[src/rtl/bus_arbiter.sv]
// Two-requester arbiter for the daisy-chained register bus. Round-robin grant on
// contention; a tag FIFO routes each in-order response back to the requester that issued it.
module bus_arbiter #(
    parameter int unsigned MAX_OUTSTANDING = 8,
    parameter int unsigned CNT_WIDTH       = $clog2(MAX_OUTSTANDING) + 1
) (
    input  logic                 clk,
    input  logic                 rst_n,
    // requester A
    input  logic [15:0]          a_addr_i,
    input  logic [15:0]          a_wdata_i,
    input  logic                 a_rw_i,
    input  logic                 a_valid_i,
    output logic                 a_ready_o,
    output logic [15:0]          a_rdata_o,
    output logic                 a_rvalid_o,
    // requester B
    input  logic [15:0]          b_addr_i,
    input  logic [15:0]          b_wdata_i,
    input  logic                 b_rw_i,
    input  logic                 b_valid_i,
    output logic                 b_ready_o,
    output logic [15:0]          b_rdata_o,
    output logic                 b_rvalid_o,
    // chain head
    output logic [15:0]          addr_o,
    output logic [15:0]          wdata_o,
    output logic [15:0]          rdata_o,
    output logic                 rw_o,
    output logic                 valid_o,
    // chain tail
    input  logic [15:0]          addr_i,
    input  logic [15:0]          wdata_i,
    input  logic [15:0]          rdata_i,
    input  logic                 rw_i,
    input  logic                 valid_i,
    // status
    output logic [CNT_WIDTH-1:0] outstanding_o,
    output logic                 err_o
);

    localparam int unsigned           PTR_W   = $clog2(MAX_OUTSTANDING);
    localparam logic [CNT_WIDTH-1:0]  MAX_CNT = CNT_WIDTH'(MAX_OUTSTANDING);

    typedef enum logic {
        OWNER_A = 1'b0,
        OWNER_B = 1'b1
    } owner_t;

    owner_t               last_grant;
    owner_t               tag_mem [MAX_OUTSTANDING];
    logic [PTR_W-1:0]     wr_ptr;
    logic [PTR_W-1:0]     rd_ptr;
    logic [CNT_WIDTH-1:0] count;

    logic   space;
    logic   grant_a;
    logic   grant_b;
    logic   push;
    logic   pop;
    logic   fifo_empty;
    owner_t grant_owner;
    owner_t pop_owner;

    // Tail address/data/rw are debug-only; the chain does its own decoding.
    logic unused_tail;
    assign unused_tail = ^{addr_i, wdata_i, rw_i};

    // Space is judged on the registered count, so a same-cycle pop never frees a slot.
    always_comb begin
        space   = (count < MAX_CNT);
        grant_a = 1'b0;
        grant_b = 1'b0;
        if (space) begin
            if (a_valid_i && b_valid_i) begin
                if (last_grant == OWNER_B) grant_a = 1'b1;
                else                       grant_b = 1'b1;
            end else begin
                grant_a = a_valid_i;
                grant_b = b_valid_i;
            end
        end
        push        = grant_a | grant_b;
        grant_owner = grant_b ? OWNER_B : OWNER_A;
        fifo_empty  = (count == '0);
        pop         = valid_i && !fifo_empty;
        pop_owner   = tag_mem[rd_ptr];
    end

    assign a_ready_o     = grant_a;
    assign b_ready_o     = grant_b;
    assign rdata_o       = '0;
    assign outstanding_o = count;

    always_ff @(posedge clk) begin
        if (push) tag_mem[wr_ptr] <= grant_owner;
    end

    always_ff @(posedge clk or negedge rst_n) begin
        if (!rst_n) begin
            last_grant <= OWNER_B;
            wr_ptr     <= '0;
            rd_ptr     <= '0;
            count      <= '0;
            valid_o    <= 1'b0;
            addr_o     <= '0;
            wdata_o    <= '0;
            rw_o       <= 1'b0;
            a_rvalid_o <= 1'b0;
            a_rdata_o  <= '0;
            b_rvalid_o <= 1'b0;
            b_rdata_o  <= '0;
            err_o      <= 1'b0;
        end else begin
            valid_o <= push;
            if (push) begin
                addr_o     <= grant_b ? b_addr_i  : a_addr_i;
                wdata_o    <= grant_b ? b_wdata_i : a_wdata_i;
                rw_o       <= grant_b ? b_rw_i    : a_rw_i;
                last_grant <= grant_owner;
                wr_ptr     <= wr_ptr + 1'b1;
            end

            a_rvalid_o <= 1'b0;
            b_rvalid_o <= 1'b0;
            if (pop) begin
                rd_ptr <= rd_ptr + 1'b1;
                if (pop_owner == OWNER_A) begin
                    a_rvalid_o <= 1'b1;
                    a_rdata_o  <= rdata_i;
                end else begin
                    b_rvalid_o <= 1'b1;
                    b_rdata_o  <= rdata_i;
                end
            end

            if (valid_i && fifo_empty) err_o <= 1'b1;

            case ({push, pop})
                2'b10:   count <= count + 1'b1;
                2'b01:   count <= count - 1'b1;
                default: count <= count;
            endcase
        end
    end

endmodule

[config.mk]
export PLATFORM = sky130hd
export DESIGN_NAME = bus_arbiter
export DESIGN_NICKNAME = d
export VERILOG_FILES = /design/src/rtl/bus_arbiter.sv
export SDC_FILE = /design/constraint.sdc
export NUM_CORES = 1
export LEC_CHECK = 0
export CELL_PAD_IN_SITES_DETAIL_PLACEMENT = 0
export CELL_PAD_IN_SITES_GLOBAL_PLACEMENT = 1
export CORE_MARGIN = 3
export CORE_UTILIZATION = 29
export CTS_CLUSTER_SIZE = 40
export DETAILED_ROUTE_END_ITERATION = 12
export HOLD_SLACK_MARGIN = 0.12
export PLACE_DENSITY_LB_ADDON = 0.2
export REMOVE_ABC_BUFFERS = 1
export SLEW_MARGIN = 25
export SYNTH_ARGS = -nofsm -noshare
export SYNTH_HDL_FRONTEND = slang
export SYNTH_SLANG_ARGS = --single-unit
[constraint.sdc]
create_clock -name clk -period 3.1 [get_ports clk]
set_clock_uncertainty 0.15 [all_clocks]
set_input_delay 0.31 -clock clk [delete_from_list [all_inputs] [get_ports clk]]
set_output_delay 0.31 -clock clk [all_outputs]
set_load 0.01 [all_outputs]
# After elaboration in Yosys (flattened, before gate mapping)
# Memory sizes are Yosys's and may differ from the RTL's.
# Index checks and enable logic that the tools add are counted.
# totals
register_bits,80
mem_bits_rw,8
inputBits,120
out_inout_bits,91
word_cells,48
mem_count,1
# op_classes
n_addsub,4
order_cmp,1
eq_ne,2
n_mux,17
bitwise_logic,2
reduce_logical,8
# memory_table
memory,words,word_bits,rd,rd_ports_with_merged_regs,write_ports,line_no,source
tag_mem,8,1,1,0,1,51,owner_t tag_mem [MAX_OUTSTANDING];
# ops
op,n
$mux 16,2
$mux 1,14
$pmux 4 s2,1
$add 3x1->3 const B,2
$add 4x1->4 const B,1
$logic_not 4->1,1
$lt 4x4->1 const B,1
$reduce_and 2->1,2
$sub 4x1->4 const B,1
$logic_and 1x1->1,3
$eq 2x1->1 const B,1
$eq 2x2->1 const B,1
$reduce_bool 2->1,1
$logic_not 1->1,1
$not 1->1,1
$or 1x1->1,1

# Depth between registers and ports, before layout
# Gate-level depths: netlist of the first run.
# logic_depth
word_depth,6
mapped_depth,9
ltp_nobuf,9

# Least setup slack after synthesis of the first run
# OpenSTA, ideal clock, no wires.
# synth_timing
path_type,register to register
start,register count[3] (netlist: outstanding_o[3])
end,register count[3] (netlist: outstanding_o[3])
setup_ns,0.127
t_arrival_ns,2.393
t_required_ns,2.823
setup_slack_ns,0.429
stages_incl_launch_ff,9
n_path_buf,2
synth_period_minus_slack_ns,2.671
cell_sequence,dfrtp_1 o21bai_1 clkbuf_1 clkbuf_1 ha_1 or3b_2 a221oi_1 a41oi_1 xnor2_1
# synth_via
elab_chain_len,5
word_cells_on_any_way,13
cone_classes,add/sub (2); order compare (1); eq/ne (2); mux (3); bitwise (1); reduce/logical (4)
# synth_lines
item,line_no,source
"start, declared",54,logic [CNT_WIDTH-1:0] count;
"start signal, assigned",140,2'b10: count <= count + 1'b1;
"start signal, assigned",141,2'b01: count <= count - 1'b1;
"start signal, assigned",142,default: count <= count;
$lt 4x4->1 / $logic_not 4->1 (equally long branches),"71, 85",
$mux 1 / $logic_not 1->1 (equally long branches),"74, 86",
$or 1x1->1 / $logic_and 1x1->1 (equally long branches),"83, 86",
$eq 2x1->1 / $eq 2x2->1 (equally long branches),139,"case ({push, pop})"
$pmux 4 s2 / $reduce_bool 2->1 (equally long branches),--,
# Several ways; a longest one is shown, not always the timed one.
# A chain may end at the register's enable or synchronous reset.

# Worst setup path in the final report of the first run
# layout_timing
start,register count[1] (netlist: outstanding_o[1])
end,register count[2] (netlist: outstanding_o[2])
# layout_via
elab_chain_len,5
word_cells_on_any_way,13
cone_classes,add/sub (2); order compare (1); eq/ne (2); mux (3); bitwise (1); reduce/logical (4)
# layout_lines
item,line_no,source
$logic_not 4->1 *,85,fifo_empty = (count == '0);
$logic_not 1->1 *,86,pop = valid_i && !fifo_empty;
$logic_and 1x1->1 *,86,
net pop,60,logic pop;
$eq 2x1->1 / $eq 2x2->1 (equally long branches),139,
$pmux 4 s2 / $reduce_bool 2->1 (equally long branches),--,
# The timed path passes the listed nets; every way through them passes the cells marked *.

==> results_dict.tcl, run 1 <==
set metrics [dict create \
    status "finished clean" \
    period_needed_ps 2570 \
    drcViolationCount 0 \
    cts_root_buffer "clkbuf_16" \
    clockBufferDepth 2 \
    min_path_type "reg2reg" \
    first_iter_violations 79 \
    cp-start-kind "register" \
    timing.fmax_mhz 388 \
    dr.pass1.iters 4 \
    clkSinkCount 88 \
    netSwitchingPower_mw 1.95 \
    fin_crit_sh_pct 83.0 \
    reg2regPathDepth 9 \
    setup_viol 0 \
    core_area_um2 13300 \
    placement.cell_area_um2 5690 \
    cp_common_cell "ha_1" \
    worstPathRequired_ps 3210 \
    gr-total-overflow 0 \
    clock_latency_ps 340 \
    path_cells "nor4_1 -> nand2b_2 -> inv_2 -> ha_1 -> xor2_1 -> ha_1 -> a31oi_1 -> mux2i_1 -> xnor2_1" \
    fp.dieW_um 123 \
    rows 42 \
    top_level_ports 211 \
    placed_cells 645 \
    critical_path.max_stage_delay_ps 460 \
    fin_cells 662 \
    clkPwrFrac_pct 18.5 \
    first_global_vias 2778 \
    yosysUniqueCellTypes 37 \
    p_sw_share_pct 33.0 \
    n_antenna_cell 0 \
    seqPwrFrac_pct 35.2 \
    grt_pass1_wl_mm 13.7 \
    endpoint_kind "register" \
    hold_path_depth 1 \
    areaGrowthSynthToFinish_pct 50.9 \
    final_nets 605 \
    die_h_um 123 \
    wl_per_cell_um 13.0 \
    wl_mm 8.64 \
    viasPerCell 4.27 \
    maxCapViolCount 0 \
    antenna_found_initial 0 \
    final_area_um2 6000 \
    internal_power_mw 3.97 \
    ys_seq_area_share_pct 56.4 \
    syn_inst 321 \
    ys_seq_elements 88 \
    path_clk_slew_ps 60 \
    gp_congestion 0.694 \
    via_count 2827 \
    hpwl_mm 6.17 \
    cts_buffers 9 \
    postRouteAntennaNets 0 \
    pwr-share-comb_pct 46.3 \
    start_util_pct 29.8 \
    critPathKind "reg2reg" \
    final_hold_viol_count 0 \
    slowest_stage "dfrtp_1" \
    slew-limit-headroom_pct 51.9 \
    grt_usage_pct 11.6 \
    htree_levels 3 \
    die_area_um2 15100 \
    portBuffers 161 \
    p_per_area_nw_per_um2 987 \
    vdd_drop_max_uv 353 \
    cts_tree "done" \
    rsz0062_at_grt "false" \
    yosys_warnings 0 \
    cellLeakagePower_nw 2.63 \
    finalMaxSlewViolations 0 \
    grt_max_degree 81 \
    synthesis.area_um2 3980 \
    worst-slew-pin-transition_ps 721 \
    cp.arrival_ps 2680 \
    drive_above_1_share_pct 13.0 \
    path_max_fanout 8 \
    avgSynthCellArea_um2 12.4 \
    cts_resized 0 \
    fin_hold_ws_ps 310 \
    cts_setup_buffers 0 \
    cts_hold_buf 1 \
]
## sequential cells by signal, indices dropped and copies added (netlist names)
signal         cells
rd_ptr             3
addr_o            16
valid_o            1
rw_o               1
wdata_o           16
b_rvalid_o         1
outstanding_o      4
b_rdata_o         16
wr_ptr             3
a_rdata_o         16
a_rvalid_o         1
tag_mem            8
last_grant         1
err_o              1
## worst paths after layout
path / from / end / slack, ps
min in group asynchronous: rst_n / b_rdata_o[3] / 430
hold / removal: err_o / err_o / 310
setup / recovery: outstanding_o[1] / outstanding_o[2] / 530
hold reg to reg: err_o / err_o / 310
max in group asynchronous: rst_n / wdata_o[5] / 1870
setup reg to reg: outstanding_o[1] / outstanding_o[2] / 530
## cells in the mapped netlist, drive strengths merged
cell | count | area, um2
nor4 | 2 | 12.5
a2bb2oi | 1 | 15.0
a21oi | 1 | 5.00
xnor2 | 6 | 52.6
nand4 | 1 | 21.3
mux2 | 34 | 420
inv | 5 | 18.8
o21bai | 1 | 7.51
xor2 | 2 | 17.5
a221oi | 1 | 8.76
a21o | 2 | 15.0
mux2i | 37 | 370
or3b | 1 | 8.76
a31oi | 2 | 27.5
o21ai | 35 | 175
nand2b | 6 | 40.0
ha | 4 | 50.1
nand2 | 45 | 169
dfstp | 1 | 26.3
clkbuf | 7 | 26.3
a41oi | 1 | 8.76
nor3 | 4 | 20.0
nor2b | 1 | 6.26
buf | 24 | 186
nand3b | 3 | 22.5
nor2 | 6 | 22.5
conb | 1 | 3.75
edfxtp | 8 | 240
dfrtp | 79 | 1980
## through the flow
stage	util [%]	power [mW]	setup WS [ps]	TNS [ps]
detailed placement	42.6	4.89	450	0
floorplan	-	3.48	-1410	-16840
global placement	42.6	4.86	459	0
CTS	44.9	6.04	482	0
global route	44.9	6.39	326	0
finish	44.9	5.92	526	0
## final cells by class
type / instances / area [um2]
Inverter: 5 / 18.8
Sequential cell: 88 / 2240
Fill cell: 1306 / 7350
Timing Repair Buffer: 165 / 1650
Clock inverter: 7 / 77.6
Clock buffer: 9 / 225
Multi-Input combinational cell: 212 / 1570
Tap cell: 176 / 220
## worst max-delay path: cells and delay by family (launching register included)
kind	cells	cell delay, ps
buffers and inverters	1	100
AND/OR/NAND/NOR	2	630
adder cells (fa/ha/maj)	2	430
XOR/XNOR	2	300
AO/OA/AOI/OAI	1	180
multiplexers	1	240
flip-flops	1	460
## cell usage in the layout, fill, tap and decap left out, types with 2 or more instances in the layout
cell and instances:
buf_4 3, clkbuf_16 9, clkdlybuf4s50_1 160, clkinv_4 2
conb_1 16, dfrtp_1 79, edfxtp_1 8, ha_1 4
inv_1 4, inv_6 2, mux2_2 24, mux2_4 10
mux2i_1 37, nand2_1 45, nand2b_1 5, nand3b_1 3
nor2_1 6, nor3_1 4, nor4_1 2, o21ai_0 35
xnor2_1 6, xor2_1 2
## per-layer routing
metal | up-vias | part of all wire, % | GRT usage [%]
met5 | - | 0 | 0
met4 | 0 | 2.1 | 5.81
met3 | 14 | 12 | 5.17
met2 | 130 | 42 | 16.8
met1 | 1286 | 44 | 14.7
li1 | 1397 | - | -
## logic make-up after synthesis
group,Yosys count,share of synthesized area (%)
DFF,88,56.4
muxes,71,19.9
and+or+nand+nor,69,8.12
AOI/OAI and AO/OA,44,6.61
buffers and inverters,36,5.82
xor gates and xnor gates,8,1.76
adders and majority gates,4,1.26
other,1,0.0943
## power groups by stage
| stage | logic, mW | registers [mW] | clock network (mW) |
|---|---|---|---|
| after floorplan | 1.18 | 2.29 | 0 |
| after global placement | 2.78 | 2.08 | 0 |
| after detailed placement | 2.80 | 2.10 | 0 |
| after CTS | 2.80 | 2.09 | 1.15 |
| after global routing | 3.02 | 2.17 | 1.19 |
| final | 2.74 | 2.08 | 1.10 |
Note: power is estimated with default switching activity, not from simulation.
==> inputs of run 2 (changes only) <==
Settings changed: CORE_UTILIZATION 29 to 27.
Clock period 3.1 ns to 2.3 ns, I/O delays scaled along.
==> results_dict.tcl, run 2 (synthesis gave the netlist of run 1 again) <==
set metrics [dict create \
    worst-path-buf-inv 1 \
    cts_setup_buffers 0 \
    final_common_cell "clkdlybuf4s50_1" \
    pwr-share-comb_pct 48.2 \
    internal_power_mw 5.54 \
    slowest_stage "dfrtp_1" \
    finalMaxSlewViolations 0 \
    drive_above_1_share_pct 16.5 \
    first_global_vias 2909 \
    dr.pass1.iters 3 \
    viasPerCell 4.20 \
    min_path_type "in2async" \
    clkSinkCount 88 \
    drcViolationCount 0 \
    p_per_area_nw_per_um2 1330 \
    path_clk_slew_ps 70 \
    die_area_um2 16200 \
    setup_slack_ps 75.5 \
    areaGrowthSynthToFinish_pct 56.2 \
    hpwl_mm 6.86 \
    endpoint_kind "register" \
    clock_latency_ps 340 \
    path_delay_family "simple AND/OR/NAND/NOR gates" \
    status "finished clean" \
    rows 43 \
    cts_root_buffer "clkbuf_16" \
    wl_mm 9.32 \
    slew-limit-headroom_pct 54.5 \
    gr-total-overflow 0 \
    portBuffers 161 \
    p_sw_share_pct 32.8 \
    worstPathRequired_ps 2410 \
    htree_levels 3 \
    clockBufferDepth 2 \
    netSwitchingPower_mw 2.71 \
    die_h_um 127 \
    final_hold_viol_count 0 \
    grt_usage_pct 11.6 \
    core_area_um2 14100 \
    grt_max_degree 77 \
    cts_buffers 9 \
    cp.arrival_ps 2330 \
    critPathKind "reg2reg" \
    worst-slew-pin-transition_ps 682 \
    cellLeakagePower_nw 2.74 \
    antenna_found_initial 0 \
    vdd_drop_max_uv 441 \
    cts_tree "done" \
    final_cell_mix "clkdlybuf4s50_1 (159), dfrtp_1 (79), nand2_1 (45)" \
    critical_path.max_stage_delay_ps 400 \
    maxCapViolCount 0 \
    dp_slack_ps -99.0 \
    wl_per_cell_um 13.7 \
    start_util_pct 28.1 \
    fp.dieW_um 127 \
    gp_congestion 0.750 \
    postRouteAntennaNets 0 \
    top_level_ports 211 \
    fin_crit_sh_pct 96.7 \
    cp-start-kind "register" \
    setup_viol 0 \
    period_needed_ps 2220 \
    n_antenna_cell 0 \
    seqPwrFrac_pct 33.7 \
    path_max_fanout 6 \
    path_cells "nor4_2 -> nand2b_4 -> inv_2 -> ha_4 -> xor2_1 -> ha_2 -> a31oi_4 -> mux2i_2 -> xnor2_1" \
    first_iter_violations 54 \
    grt_pass1_wl_mm 14.7 \
    final_nets 621 \
    clkPwrFrac_pct 18.1 \
    via_count 2863 \
    final_core_util_pct 43.9 \
    timing.fmax_mhz 450 \
]
[run 2: worst paths after layout]
path	start	endpoint	slack [ps]	cells past startpoint
setup / recovery	outstanding_o[2]	outstanding_o[2]	80	9
hold / removal	rst_n	addr_o[5]	180	2
setup reg to reg	outstanding_o[2]	outstanding_o[2]	80	9
hold reg to reg	err_o	err_o	300	1
max in group asynchronous	rst_n	last_grant	1260	3
min in group clk	err_o	err_o	300	1
[run 2: through the flow]
stage / power (mW) / std cells / hold WS (ps) / TNS, ps / area (um2)
3_3_place_gp: 6.73 / 665 / 23.0 / -82.7 / 5850
5_1_grt: 8.86 / 682 / 210 / -32.2 / 6210
4_1_cts: 8.36 / 682 / 183 / 0 / 6170
2_1_floorplan: 4.69 / 305 / -216 / -53520 / 3820
3_5_place_dp: 6.78 / 665 / 25.8 / -115 / 5850
6_report: 8.25 / 682 / 180 / 0 / 6210
[run 2: layout make-up]
type	count	area (um2)
timing repair buffer	181	1800
multi-input combinational	212	1610
clock buffer	11	243
inverter	5	18.8
tap	180	225
fill	1353	7940
clock inverter	5	63.8
sequential	88	2240
[run 2: routing by layer]
| layer | GRT usage, % | wire length, um |
|---|---|---|
| met3 | 4.47 | 911 |
| met2 | 18.0 | 4380 |
| met1 | 13.8 | 3760 |
| met5 | 0 | 0 |
| met4 | 6.50 | 264 |
[run 2: power groups by stage]
stage | clock (mW) | combinational [mW] | sequential (mW)
floorplan | 0 | 1.60 | 3.09
global placement | 0 | 3.96 | 2.77
detailed placement | 0 | 3.99 | 2.80
CTS | 1.57 | 4.00 | 2.80
global route | 1.63 | 4.33 | 2.90
finish | 1.49 | 3.97 | 2.78
[run 2: timing repair]
| action | 4_1_cts | 5_1_grt |
|---|---|---|
| hold endpoints to repair | 79 | 0 |
| pin swaps | 0 | 2 |
| hold buffers | 1 | 0 |
| resized for setup | 1 | 8 |
| endpoints found under the setup margin | 1 | 2 |
==> inputs of run 3 (changes only) <==
Settings changed: CORE_MARGIN 3 to unset.
==> results_dict.tcl, run 3 (synthesis gave the netlist of run 1 again) <==
set metrics [dict create \
    status "finished clean" \
    cp.arrival_ps 2280 \
    dr.pass1.iters 4 \
    worst-slew-pin-transition_ps 667 \
    setup_viol 0 \
    fin_cells 680 \
    fin_hold_ws_ps 197 \
    path_clk_slew_ps 60 \
    endpoint_kind "register" \
    gr-total-overflow 0 \
    grt_max_degree 77 \
    first_iter_violations 90 \
    maxCapViolCount 0 \
    cts_buffers 9 \
    final_nets 620 \
    period_needed_ps 2180 \
    clock_latency_ps 330 \
    fin_crit_sh_pct 94.6 \
    seqPwrFrac_pct 33.6 \
    grt_pass1_wl_mm 14.6 \
    path_max_fanout 6 \
    rows 43 \
    portBuffers 161 \
    final_common_cell "clkdlybuf4s50_1" \
    core_area_um2 14100 \
    first_global_vias 2911 \
    critPathKind "reg2reg" \
    min_path_type "in2async" \
    hpwl_mm 6.83 \
    viasPerCell 4.23 \
    vdd_drop_max_uv 356 \
    placed_cells 664 \
    wl_mm 9.22 \
    slew-limit-headroom_pct 55.5 \
    gp_congestion 0.734 \
    antenna_found_initial 0 \
    final_cell_mix "clkdlybuf4s50_1 (159), dfrtp_1 (79), nand2_1 (45)" \
    final_area_um2 6220 \
    power.total_mw 8.33 \
    clockBufferDepth 2 \
    postRouteAntennaNets 0 \
    final_hold_viol_count 0 \
    placement.cell_area_um2 5840 \
    fp.dieW_um 123 \
    via_count 2879 \
    cts_root_buffer "clkbuf_16" \
    final_core_util_pct 44.1 \
    cellLeakagePower_nw 2.74 \
    die_h_um 123 \
    timing.fmax_mhz 460 \
    clkPwrFrac_pct 19.0 \
    start_util_pct 28.2 \
    grt_usage_pct 12.8 \
    netSwitchingPower_mw 2.69 \
    pwr-share-comb_pct 47.4 \
    die_area_um2 15200 \
    worstPathRequired_ps 2410 \
    internal_power_mw 5.64 \
    cp-start-kind "register" \
    routed.top_layer "met4" \
    clkSinkCount 88 \
    drcViolationCount 0 \
    wl_per_cell_um 13.6 \
    drive_above_1_share_pct 16.0 \
    wl_met2_mm 4.45 \
    met1_length_mm 3.76 \
    areaGrowthSynthToFinish_pct 56.5 \
    finalMaxSlewViolations 0 \
    met3_length_um 859 \
    cts_tree "done" \
    p_per_area_nw_per_um2 1340 \
    n_antenna_cell 0 \
    p_sw_share_pct 32.3 \
    cts_setup_buffers 0 \
    htree_levels 3 \
    top_level_ports 211 \
]
-- run 3: cell types whose count changed in the layout (fill, tap and decap cells not counted), sizes merged --
cell and delta:
clkinv -1, buf -1, inv -2, dlygate4sd2 +1, clkbuf +1, clkinvlp +1, dlymetal6s2s -1
-- run 3: what timing repair did --
item / in CTS / in global routing
pin swaps: 0 / 3
setup endpoints to repair: 2 / 2
hold buffers: 1 / 0
resized for setup: 2 / 5
hold endpoints to repair: 79 / 0
-- run 3: layout make-up --
cell class / count / area, um2
fillers: 1399 / 7880
flip-flops and latches: 88 / 2240
repair buffers: 180 / 1790
multi-input cells: 212 / 1610
clock buffers: 12 / 289
well taps: 180 / 225
clock inverters: 3 / 45.0
inverters: 5 / 18.8
-- run 3: stage by stage --
| step | setup WS (ps) | setup TNS [ps] |
|---|---|---|
| finish | 124 | 0 |
| global placement | -95.8 | -122 |
| global route | -0.592 | -0.592 |
| detailed placement | -116 | -172 |
| floorplan | -2130 | -53520 |
| CTS | -6.56 | -6.56 |
-- run 3: worst max-delay path: stages (launching register included) --
cell and delay [ps]:
dfrtp_1 410, nor4_4 300, nand2b_4 180, inv_2 50
ha_4 170, xor2_1 140, ha_1 170, a31oi_1 170
mux2i_1 240, xnor2_1 130
-- run 3: worst paths after layout --
path	start	to	slack, ps	cells after the start
hold / removal	rst_n	addr_o[12]	200	2
hold reg to reg	err_o	err_o	300	1
min in group clk	err_o	err_o	300	1
max in group asynchronous	rst_n	b_rdata_o[8]	1160	3
setup / recovery	outstanding_o[2]	outstanding_o[2]	120	9
setup reg to reg	outstanding_o[2]	outstanding_o[2]	120	9
-- run 3: metal layers --
metal  vias to the layer above  global-route usage [%]
met5                         -                       0
met4                         0                    4.67
met3                        10                    5.90
met2                       105                    20.4
met1                      1337                    15.0
li1                       1427                       -
-- run 3: power groups by stage --
stage | Combinational (mW) | Sequential (mW) | Clock, mW
after floorplan | 1.60 | 3.09 | 0
after global placement | 3.97 | 2.77 | 0
after detailed placement | 3.99 | 2.80 | 0
after CTS | 4.00 | 2.80 | 1.65
after global routing | 4.32 | 2.91 | 1.71
final | 3.95 | 2.80 | 1.58
